[src/rtl/display_scan_controller.sv]
// Multiplexes one shared 7-segment decoder across NUM_DIGITS digits with a
// blanking gap at the start of every digit slot and a per-frame digit shadow.
module display_scan_controller #(
  parameter int NUM_DIGITS   = 6,
  parameter int DIGIT_CYCLES = 1024,
  parameter int BLANK_CYCLES = 16
) (
  input  logic                    clk,
  input  logic                    reset_n,
  input  logic                    en,
  input  logic                    lzb_en,
  input  logic [4*NUM_DIGITS-1:0] digits_bcd,
  output logic [3:0]              bcd_out,
  output logic                    dec_en,
  output logic [NUM_DIGITS-1:0]   digit_sel,
  output logic                    frame_start
);

  localparam int CNT_W = $clog2(DIGIT_CYCLES);
  localparam int IDX_W = $clog2(NUM_DIGITS);
  localparam logic [CNT_W-1:0] CNT_BLANK_LAST = CNT_W'(BLANK_CYCLES - 1);
  localparam logic [CNT_W-1:0] CNT_SLOT_LAST  = CNT_W'(DIGIT_CYCLES - 1);
  localparam logic [IDX_W-1:0] IDX_LAST       = IDX_W'(NUM_DIGITS - 1);

  typedef enum logic [1:0] {
    S_IDLE,
    S_BLANK,
    S_SHOW
  } state_t;

  state_t                  r_state;
  logic [CNT_W-1:0]        r_cnt;
  logic [IDX_W-1:0]        r_idx;
  logic [4*NUM_DIGITS-1:0] r_shadow;
  logic [3:0]              r_bcd;
  logic                    r_dec_en;
  logic [NUM_DIGITS-1:0]   r_sel;
  logic                    r_frame_start;

  logic [3:0]              w_cur_digit;
  logic [3:0]              w_next_digit;
  logic [NUM_DIGITS-1:0]   w_onehot;
  logic                    w_show_en;

  always_comb begin
    w_cur_digit  = '0;
    w_next_digit = '0;
    w_onehot     = '0;
    for (int unsigned i = 0; i < NUM_DIGITS; i++) begin
      if (r_idx == IDX_W'(i)) begin
        w_cur_digit  = r_shadow[4*i +: 4];
        w_next_digit = r_shadow[4*((i + 1) % NUM_DIGITS) +: 4];
        w_onehot[i]  = 1'b1;
      end
    end
    // lzb_en is used live so blanking follows the switch without a frame delay
    w_show_en = !(lzb_en && (r_idx == IDX_LAST) && (w_cur_digit == 4'd0));
  end

  // Outputs are assigned alongside the transition that selects the next state,
  // so each registered output already matches the state it is shown in.
  always_ff @(posedge clk or negedge reset_n) begin
    if (!reset_n) begin
      r_state       <= S_IDLE;
      r_cnt         <= '0;
      r_idx         <= '0;
      r_shadow      <= '0;
      r_bcd         <= '0;
      r_dec_en      <= 1'b0;
      r_sel         <= '0;
      r_frame_start <= 1'b0;
    end else begin
      r_frame_start <= 1'b0;
      if (!en) begin
        r_state  <= S_IDLE;
        r_cnt    <= '0;
        r_idx    <= '0;
        r_bcd    <= '0;
        r_dec_en <= 1'b0;
        r_sel    <= '0;
      end else begin
        case (r_state)
          S_IDLE: begin
            r_state       <= S_BLANK;
            r_cnt         <= '0;
            r_idx         <= '0;
            r_shadow      <= digits_bcd;
            r_bcd         <= digits_bcd[3:0];
            r_dec_en      <= 1'b0;
            r_sel         <= '0;
            r_frame_start <= 1'b1;
          end
          S_BLANK: begin
            r_cnt <= r_cnt + 1'b1;
            if (r_cnt == CNT_BLANK_LAST) begin
              r_state  <= S_SHOW;
              r_sel    <= w_onehot;
              r_dec_en <= w_show_en;
            end
          end
          S_SHOW: begin
            if (r_cnt == CNT_SLOT_LAST) begin
              r_state  <= S_BLANK;
              r_cnt    <= '0;
              r_sel    <= '0;
              r_dec_en <= 1'b0;
              if (r_idx == IDX_LAST) begin
                r_idx         <= '0;
                r_shadow      <= digits_bcd;
                r_bcd         <= digits_bcd[3:0];
                r_frame_start <= 1'b1;
              end else begin
                r_idx <= r_idx + 1'b1;
                r_bcd <= w_next_digit;
              end
            end else begin
              r_cnt    <= r_cnt + 1'b1;
              r_dec_en <= w_show_en;
            end
          end
          default: begin
            r_state  <= S_IDLE;
            r_cnt    <= '0;
            r_idx    <= '0;
            r_bcd    <= '0;
            r_dec_en <= 1'b0;
            r_sel    <= '0;
          end
        endcase
      end
    end
  end

  assign bcd_out     = r_bcd;
  assign dec_en      = r_dec_en;
  assign digit_sel   = r_sel;
  assign frame_start = r_frame_start;

endmodule

[config.mk]
export PLATFORM = sky130hd
export DESIGN_NAME = display_scan_controller
export DESIGN_NICKNAME = d
export VERILOG_FILES = /design/src/rtl/display_scan_controller.sv
export SDC_FILE = /design/constraint.sdc
export NUM_CORES = 1
export LEC_CHECK = 0
export CORE_UTILIZATION = 40
export CTS_CLUSTER_SIZE = 20
export DETAILED_ROUTE_END_ITERATION = 12
export DONT_BUFFER_PORTS = 1
export PLACE_DENSITY_LB_ADDON = 0.15
export SYNTH_ARGS = -nofsm -noshare
export SYNTH_HDL_FRONTEND = slang
export SYNTH_SLANG_ARGS = --single-unit
[constraint.sdc]
create_clock -name clk -period 3.15 [get_ports clk]
set_clock_uncertainty 0.15 [all_clocks]
set_input_delay 0.63 -clock clk [delete_from_list [all_inputs] [get_ports clk]]
set_output_delay 0.63 -clock clk [all_outputs]
set_load 0.02 [all_outputs]
# Word-level counts from Yosys, hierarchy flattened
# Index checks and enable logic that the tools add are counted.
# classes
addsub	2
eq_ne	14
muxes	46
n_reduce_logical	10
# op_table
cell	n
4-bit 2-to-1 mux	14
24-bit 2-to-1 mux	2
24-bit one-hot mux with 2 select lines	1
10-bit 2-to-1 mux	2
10-bit one-hot mux with 2 select lines	1
6-bit 2-to-1 mux	3
4-bit one-hot mux with 3 select lines	1
6-bit one-hot mux with 2 select lines	1
1-bit 2-to-1 mux	11
10-bit by 1-bit adder with 10-bit output (second input constant)	1
10-bit equality test (second input constant)	1
10-bit by 4-bit equality test with 1-bit output (second input constant)	1
3-bit 2-to-1 mux	3
3-bit by 2-bit equality test with 1-bit output (second input constant)	2
3-bit equality test (second input constant)	2
2-bit 2-to-1 mux	3
2-bit inequality test (second input constant)	3
3-bit inequality test (second input constant)	2
2-bit one-hot mux with 3 select lines	1
3-bit one-hot mux with 2 select lines	1
4-bit zero test	1
1-bit one-hot mux with 2 select lines	2
2-bit AND reduction	2
4-bit AND reduction	1
9 further kinds	10
# totals
ff_bits	51
inputBits	28
output_inout_bits	12
word_cells	80

# Depth between registers and ports, before layout
# Gate-level depths: netlist of the first run.
# depth
depth_word	13
ltp_mapped	8
ltp_nobuf	7

# Worst setup path after synthesis of the first run
# Ideal clock, no wire load.
# synth_path
path_kind	register -> register
startpoint	register r_idx[0]
endpoint	register r_bcd[2] (netlist: bcd_out[2])
setup_time_ps	65
t_arrival_ps	1801
required_ps	2935
path_slack_ps	1134
stages_incl_launch_ff	9
path_buffers	2
synth_period_minus_slack_ps	2016
cell_sequence	dfrtp_1 buf_2 buf_1 and2_1 ha_1 nor2_1 o311ai_0 a31oi_1 o221a_2
# synth_via
elab_chain_len	10
elab_cells_between_ends	15
cone_classes	5 x eq/ne; 9 x mux; 1 x reduce/logical
# synth_lines
element	line	source
start, declared	33	logic [IDX_W-1:0] r_idx;
start signal, assigned	113	r_idx <= r_idx + 1'b1;
3-bit zero test	50	if (r_idx == IDX_W'(i)) begin
4-bit 2-to-1 mux (5 in series)	50	
4-bit 2-to-1 mux *	107	if (r_idx == IDX_LAST) begin
4-bit 2-to-1 mux *	102	if (r_cnt == CNT_SLOT_LAST) begin
4-bit one-hot mux with 3 select lines *	82	case (r_state)
4-bit 2-to-1 mux *	74	if (!en) begin
end signal, assigned	88	r_bcd <= digits_bcd[3:0];
end signal, assigned	110	r_bcd <= digits_bcd[3:0];
end signal, assigned	114	r_bcd <= w_next_digit;
end, declared	35	logic [3:0] r_bcd;
# Mark *: on every way between the ends. The rest lies on a longest branch, timed or not. The select of a mux whose other input is x is not followed.
# A chain may end at the register's enable or synchronous reset.

# Worst setup path in the final report of the first run
# layout_path
startpoint	register r_idx[1]
endpoint	register r_shadow[5]
# layout_via
elab_chain_len	3
# layout_lines
element	line	source
3-bit equality test	107	
2-bit inequality test (no line)	n/a	
4-bit AND reduction (no line)	n/a	
end signal, assigned	87	r_shadow <= digits_bcd;
end signal, assigned	109	r_shadow <= digits_bcd;
end, declared	34	logic [4*NUM_DIGITS-1:0] r_shadow;
# No other way between the ends.

==> impl_metrics.toml, run 1 <==
[floorplanning]
die_y_microns = 80.3
ios = 40
coreArea_sq_um = 5920
start_util_pct = 41.4
rows = 28
fp.dieW_microns = 80.3
fp.dieArea_sq_um = 6450

[logic_synthesis]
syn_nets = 245
synth_cells = 211
synth_top_cell_area_share_pct = 47.9
synth_edf_count = 0
yosys_warnings = 0
syn-cell-area_sq_um = 2450
synth_top_cell_by_area = "dfrtp_1"
synth_ff_type = "dfrtp_1"
seq_area_frac_synth_pct = 47.9
synth_area_leaders = "dfrtp_1 (48%), mux2_4 (12%), ha_1 (3.1%)"
ys_async_sr_fraction_pct = 100
syn_avg_cell_area_sq_um = 11.6
synthDistinctLibCells = 48
synth-seq-cells = 47

[sta]
fin_crit_sh_pct = 77.4
finalCriticalPeriod_ns = 2.44
rsz0062_at_grt = "no"
fmax_ghz = 0.410
setup_viol = 0
maxSlewHeadroom_pct = 40.3
slew_violations = 0
holdWs_ns = 0.0290
finalHoldViolations = 0
worst_pin_slew_ns = 0.893
fin_tns_setup_ns = 0

[worst_setup_path]
required_ns = 3.18
critPathLaunchType = "register"
crit_start = "r_idx[1]"
arrival_ns = 2.47
path_class = "register to register"
rrSetupSlack_ns = 0.71
crit_fanout = 20
reg2reg_depth = 5
timing.rr.end = "r_shadow[5]"
crit_path_end_kind = "register"
r2r-start = "r_idx[1]"

[cts]
clk_latency_ns = 0.30
cts_made_buffers = 5
h-tree-depth = 2
post_cts_resized = 0
clock_sinks = 47
cts_tree = "done"
cts_root_buf = "clkbuf_8"
clkSlewWorstSetupHoldPaths_ns = 0.09
cts_buffer_depth = 2

[placement]
gp_congestion = 0.855
port_buffers = 0
dpl.hpwl_microns = 3600

[power_and_ir_drop]
peakVddDrop_v = 0.000352
p_leak_nw = 1.18
p_per_area_nw_per_um2 = 828
p_total_mw = 2.21

[detailed_routing]
first_pass_iters = 5
finalWirelength_microns = 4880
viasPerCell = 5.44
drt_iter0_drc = 66
via_count = 1568
drcViolationCount = 0
wire_per_inst_microns = 16.9
antenna_left = 0

[cells_and_area]
areaGrowthSynthToFinish_pct = 8.72
drive_gt1_share_pct = 20.7
fin_nets = 246
final_cell_mix = "dfrtp_1 (47), mux2_4 (20), nor2_1 (16), nand2_1 (16), o21ai_0 (15)"
fillers = 542
final_common_cell = "dfrtp_1"
multi_input_area_sq_um = 1210
num_antenna_cells = 0
final-seq-area_sq_um = 1180

[min_path]
hold_class = "input pin to async pin"

[global_routing]
grt-ovfl-total = 0
grt_usage_pct = 17.5
grt_pass1_wl_microns = 8470
grt_start_max_net_pins = 48
antenna_found_initial = 0
first_global_vias = 1662

[outcome]
status = "complete, no violations"

[run]
cap_violations = 0
-- repair_timing --
item                                    in CTS  in global routing
hold buffers                                 1                  0
setup buffers                                0                  0
endpoints found under the setup margin       0                  0
hold endpoints to repair                    47                  0
-- flip-flops by register name, summed over array words and instances, names as in the netlist --
signal       cells
r_state          2
digit_sel        6
dec_en           1
r_cnt           10
frame_start      1
bcd_out          4
r_shadow        20
r_idx            3
-- how the worst max path moves through the flow --
stage	cells past startpoint	slack [ns]	end
floorplan	8	1.13	bcd_out[2]
detailed placement	5	0.71	r_shadow[6]
global placement	6	0.80	r_shadow[21]
global route	5	0.53	r_shadow[6]
CTS	5	0.69	r_shadow[6]
finish	5	0.71	r_shadow[5]
-- kinds of logic after synthesis --
kind of cell	Yosys count	share of synthesized area, %
compound gates	41	12.9
xor+xnor	8	2.86
fa+ha+maj	6	3.06
buf+inv	14	2.86
flops	47	47.9
mux	27	15.3
simple gates	68	15.0
-- area by class of cell --
class | instances | area share (%)
Inverter | 6 | 0.844
Clock inverter | 2 | 2.25
Tap cell | 75 | 3.52
Sequential cell | 47 | 44.1
Clock buffer | 6 | 2.72
Multi-Input combinational cell | 150 | 45.3
Timing Repair Buffer | 2 | 1.31
-- cells in the mapped netlist, types with 2 or more instances --
cell type  number
ha_1            6
a221o_1         2
clkbuf_1        3
a31oi_1         3
inv_1           6
xor2_1          3
nor3_1          4
o31ai_1         2
o311ai_0        2
mux2_1          3
nand2_1        16
buf_6           2
and3_1          4
mux2_4         20
buf_2           2
nand3_1         7
nor4_1          2
nor2_1         16
o21ai_0        15
o211ai_1        3
nand3_2         2
mux2_2          2
nand4_1         2
xnor2_1         5
mux2i_1         2
nor2b_1         3
nand2b_1        3
o22ai_1         2
dfrtp_1        47
a21oi_1         3
nand3b_1        2
-- per-stage QoR --
step / utilization, % / instances / setup slack [ns] / cell area [sq um]
detailed placement: 42.4 / 279 / 0.710 / 2510
global placement: 42.4 / 279 / 0.799 / 2510
floorplan: - / 211 / 1.13 / 2450
finish: 45.1 / 288 / 0.711 / 2670
CTS: 45.1 / 288 / 0.688 / 2670
global route: 45.1 / 288 / 0.529 / 2670
-- worst max-delay path: stages, from the launching register on --
cell	delay [ns]
dfrtp_1	0.55
nand2b_1	0.25
nor2_1	0.10
and3_4	0.20
o21ai_4	0.71
mux2_4	0.35
-- power breakdown --
part	switching, mW	total [mW]	internal (mW)
combinational	0.331	0.736	0.405
clock	0.199	0.516	0.317
sequential	0.168	0.955	0.788
-- metal layers --
metal,up-vias,wire [microns],GRT usage (%)
met5,-,0,0
met4,0,52,5.36
met3,7,158,4.09
met2,30,2430,28.5
met1,767,2240,23.2
li1,764,-,-
No activity file was read; power rests on OpenSTA's default activity.
==> inputs of run 2 (changes only) <==
Clock period 3.15 ns to 2.1 ns, I/O delays scaled along.
==> run 2 against run 1 <==
Compared with the run above: maximum frequency increased by 21%; combinational power increased by 78%; core utilization is 4.3 points higher; sequential share of layout area fell by 3.9 points; critical endpoint is now r_idx[1].
==> impl_metrics.toml, run 2 (synthesis gave the netlist of run 1 again) <==
[sta]
holdWs_ns = 0.0973
fin_tns_setup_ns = 0
rsz0062_at_grt = "no"
slew_violations = 0
fmax_ghz = 0.495
worst_pin_slew_ns = 0.524
setup_viol = 0
finalHoldViolations = 0
maxSlewHeadroom_pct = 64.9
finalCriticalPeriod_ns = 2.02
fin_ws_ns = 0.0808
fin_crit_sh_pct = 96.2

[cts]
cts_made_buffers = 5
clk_latency_ns = 0.29
cts_root_buf = "clkbuf_8"
h-tree-depth = 2
clock_sinks = 47
cts_buffer_depth = 2
clkSlewWorstSetupHoldPaths_ns = 0.08
cts_tree = "done"

[cells_and_area]
final_area_sq_um = 2920
fin_nets = 279
largest-register = "r_shadow"
drive_gt1_share_pct = 32.1
largest_register_ffs = 20
areaGrowthSynthToFinish_pct = 19.1
final_cell_mix = "dfrtp_1 (47), buf_4 (30), mux2_4 (20)"
final_util_pct = 49.4
final_common_cell = "dfrtp_1"
layoutNonFillerInstCount = 321
num_antenna_cells = 0

[detailed_routing]
wl_met3_microns = 198
met1_length_microns = 2500
top_layer = "met4"
met2_length_microns = 2680
drt_iter0_drc = 59
viasPerCell = 5.33
drcViolationCount = 0
wire_per_inst_microns = 16.9
first_pass_iters = 4
antenna_left = 0
finalWirelength_microns = 5430
via_count = 1712

[min_path]
hold_class = "input pin to register"

[floorplanning]
fp.dieArea_sq_um = 6450
die_y_microns = 80.3
ios = 40
rows = 28
fp.dieW_microns = 80.3
coreArea_sq_um = 5920
start_util_pct = 41.4

[placement]
port_buffers = 0
dpl.hpwl_microns = 3820
dpl.cell_count = 305
pre_cts_slack_ns = -0.232
gp_congestion = 0.781
placed_area_sq_um = 2700

[power_and_ir_drop]
p_leak_nw = 1.33
peakVddDrop_v = 0.000551
power_frac_clock_pct = 16.0
p_seq_share_pct = 43.9
switching_power_mw = 1.10
switching_share_pct = 33.9
internal-power_mw = 2.16
p_total_mw = 3.26
p_per_area_nw_per_um2 = 1120
power.share.combinational_pct = 40.1

[worst_setup_path]
required_ns = 2.15
path_class = "register to register"
rrSetupSlack_ns = 0.08
arrival_ns = 2.07
crit_fanout = 6
crit_path_end_kind = "register"
critPathLaunchType = "register"

[global_routing]
grt-ovfl-total = 0
antenna_found_initial = 0
grt_start_max_net_pins = 48
grt_usage_pct = 18.2
first_global_vias = 1779
grt_pass1_wl_microns = 8710

[run]
cap_violations = 0

[outcome]
status = "complete, no violations"
## run 2: cell count changes in the layout (fill, tap and decap cells not counted), moves of 2 or more
cell | previous run | this run
bufinv_16 | 2 | 0
o21ai_4 | 1 | 3
buf_4 | 1 | 30
buf_6 | 0 | 2
## run 2: power groups by stage
stage               sequential [mW]  combinational (mW)  clock, mW
finish                         1.43                1.31      0.522
global route                   1.46                1.43      0.585
CTS                            1.43                1.29      0.541
detailed placement             1.45                1.18          0
global placement               1.43                1.16          0
floorplan                      1.38               0.959          0
## run 2: critical path, stage by stage, from the launching register on
cell     delay [ns]
dfrtp_1        0.40
ha_4           0.18
nand3_4        0.08
buf_4          0.15
o311a_4        0.39
a21oi_4        0.23
nand3_2        0.13
o31ai_2        0.22
## run 2: layout make-up
| cell class | instances | area [sq um] |
|---|---|---|
| Tap cell | 75 | 93.8 |
| Inverter | 6 | 22.5 |
| Clock buffer | 7 | 76.3 |
| Clock inverter | 1 | 5.00 |
| Multi-Input combinational cell | 151 | 1260 |
| Fill cell | 544 | 3000 |
| Timing Repair Buffer | 34 | 285 |
| Sequential cell | 47 | 1180 |
## run 2: what timing repair did
item	in CTS	in global routing
hold endpoints to repair	47	0
cloned	1	0
pin swaps	2	5
resized for setup	1	9
endpoints found under the setup margin	24	30
setup buffers	4	1
hold buffers	2	0
## run 2: metal layers
metal / track usage (%) / vias to the layer above
li1: - / 832
met1: 24.5 / 843
met2: 29.5 / 31
met3: 2.95 / 6
met4: 6.07 / 0
met5: 0 / -
## run 2: path summary, 6_finish.rpt
| kind | from | to | depth (start not counted) |
|---|---|---|---|
| worst min register to register | r_shadow[6] | r_shadow[6] | 1 |
| max in group asynchronous | reset_n | r_state[1] | 2 |
| worst max register to register | r_cnt[0] | r_idx[1] | 7 |
| worst max-delay path | r_cnt[0] | r_idx[1] | 7 |
| min in group asynchronous | reset_n | r_cnt[6] | 2 |
| worst min-delay path | en | frame_start | 1 |
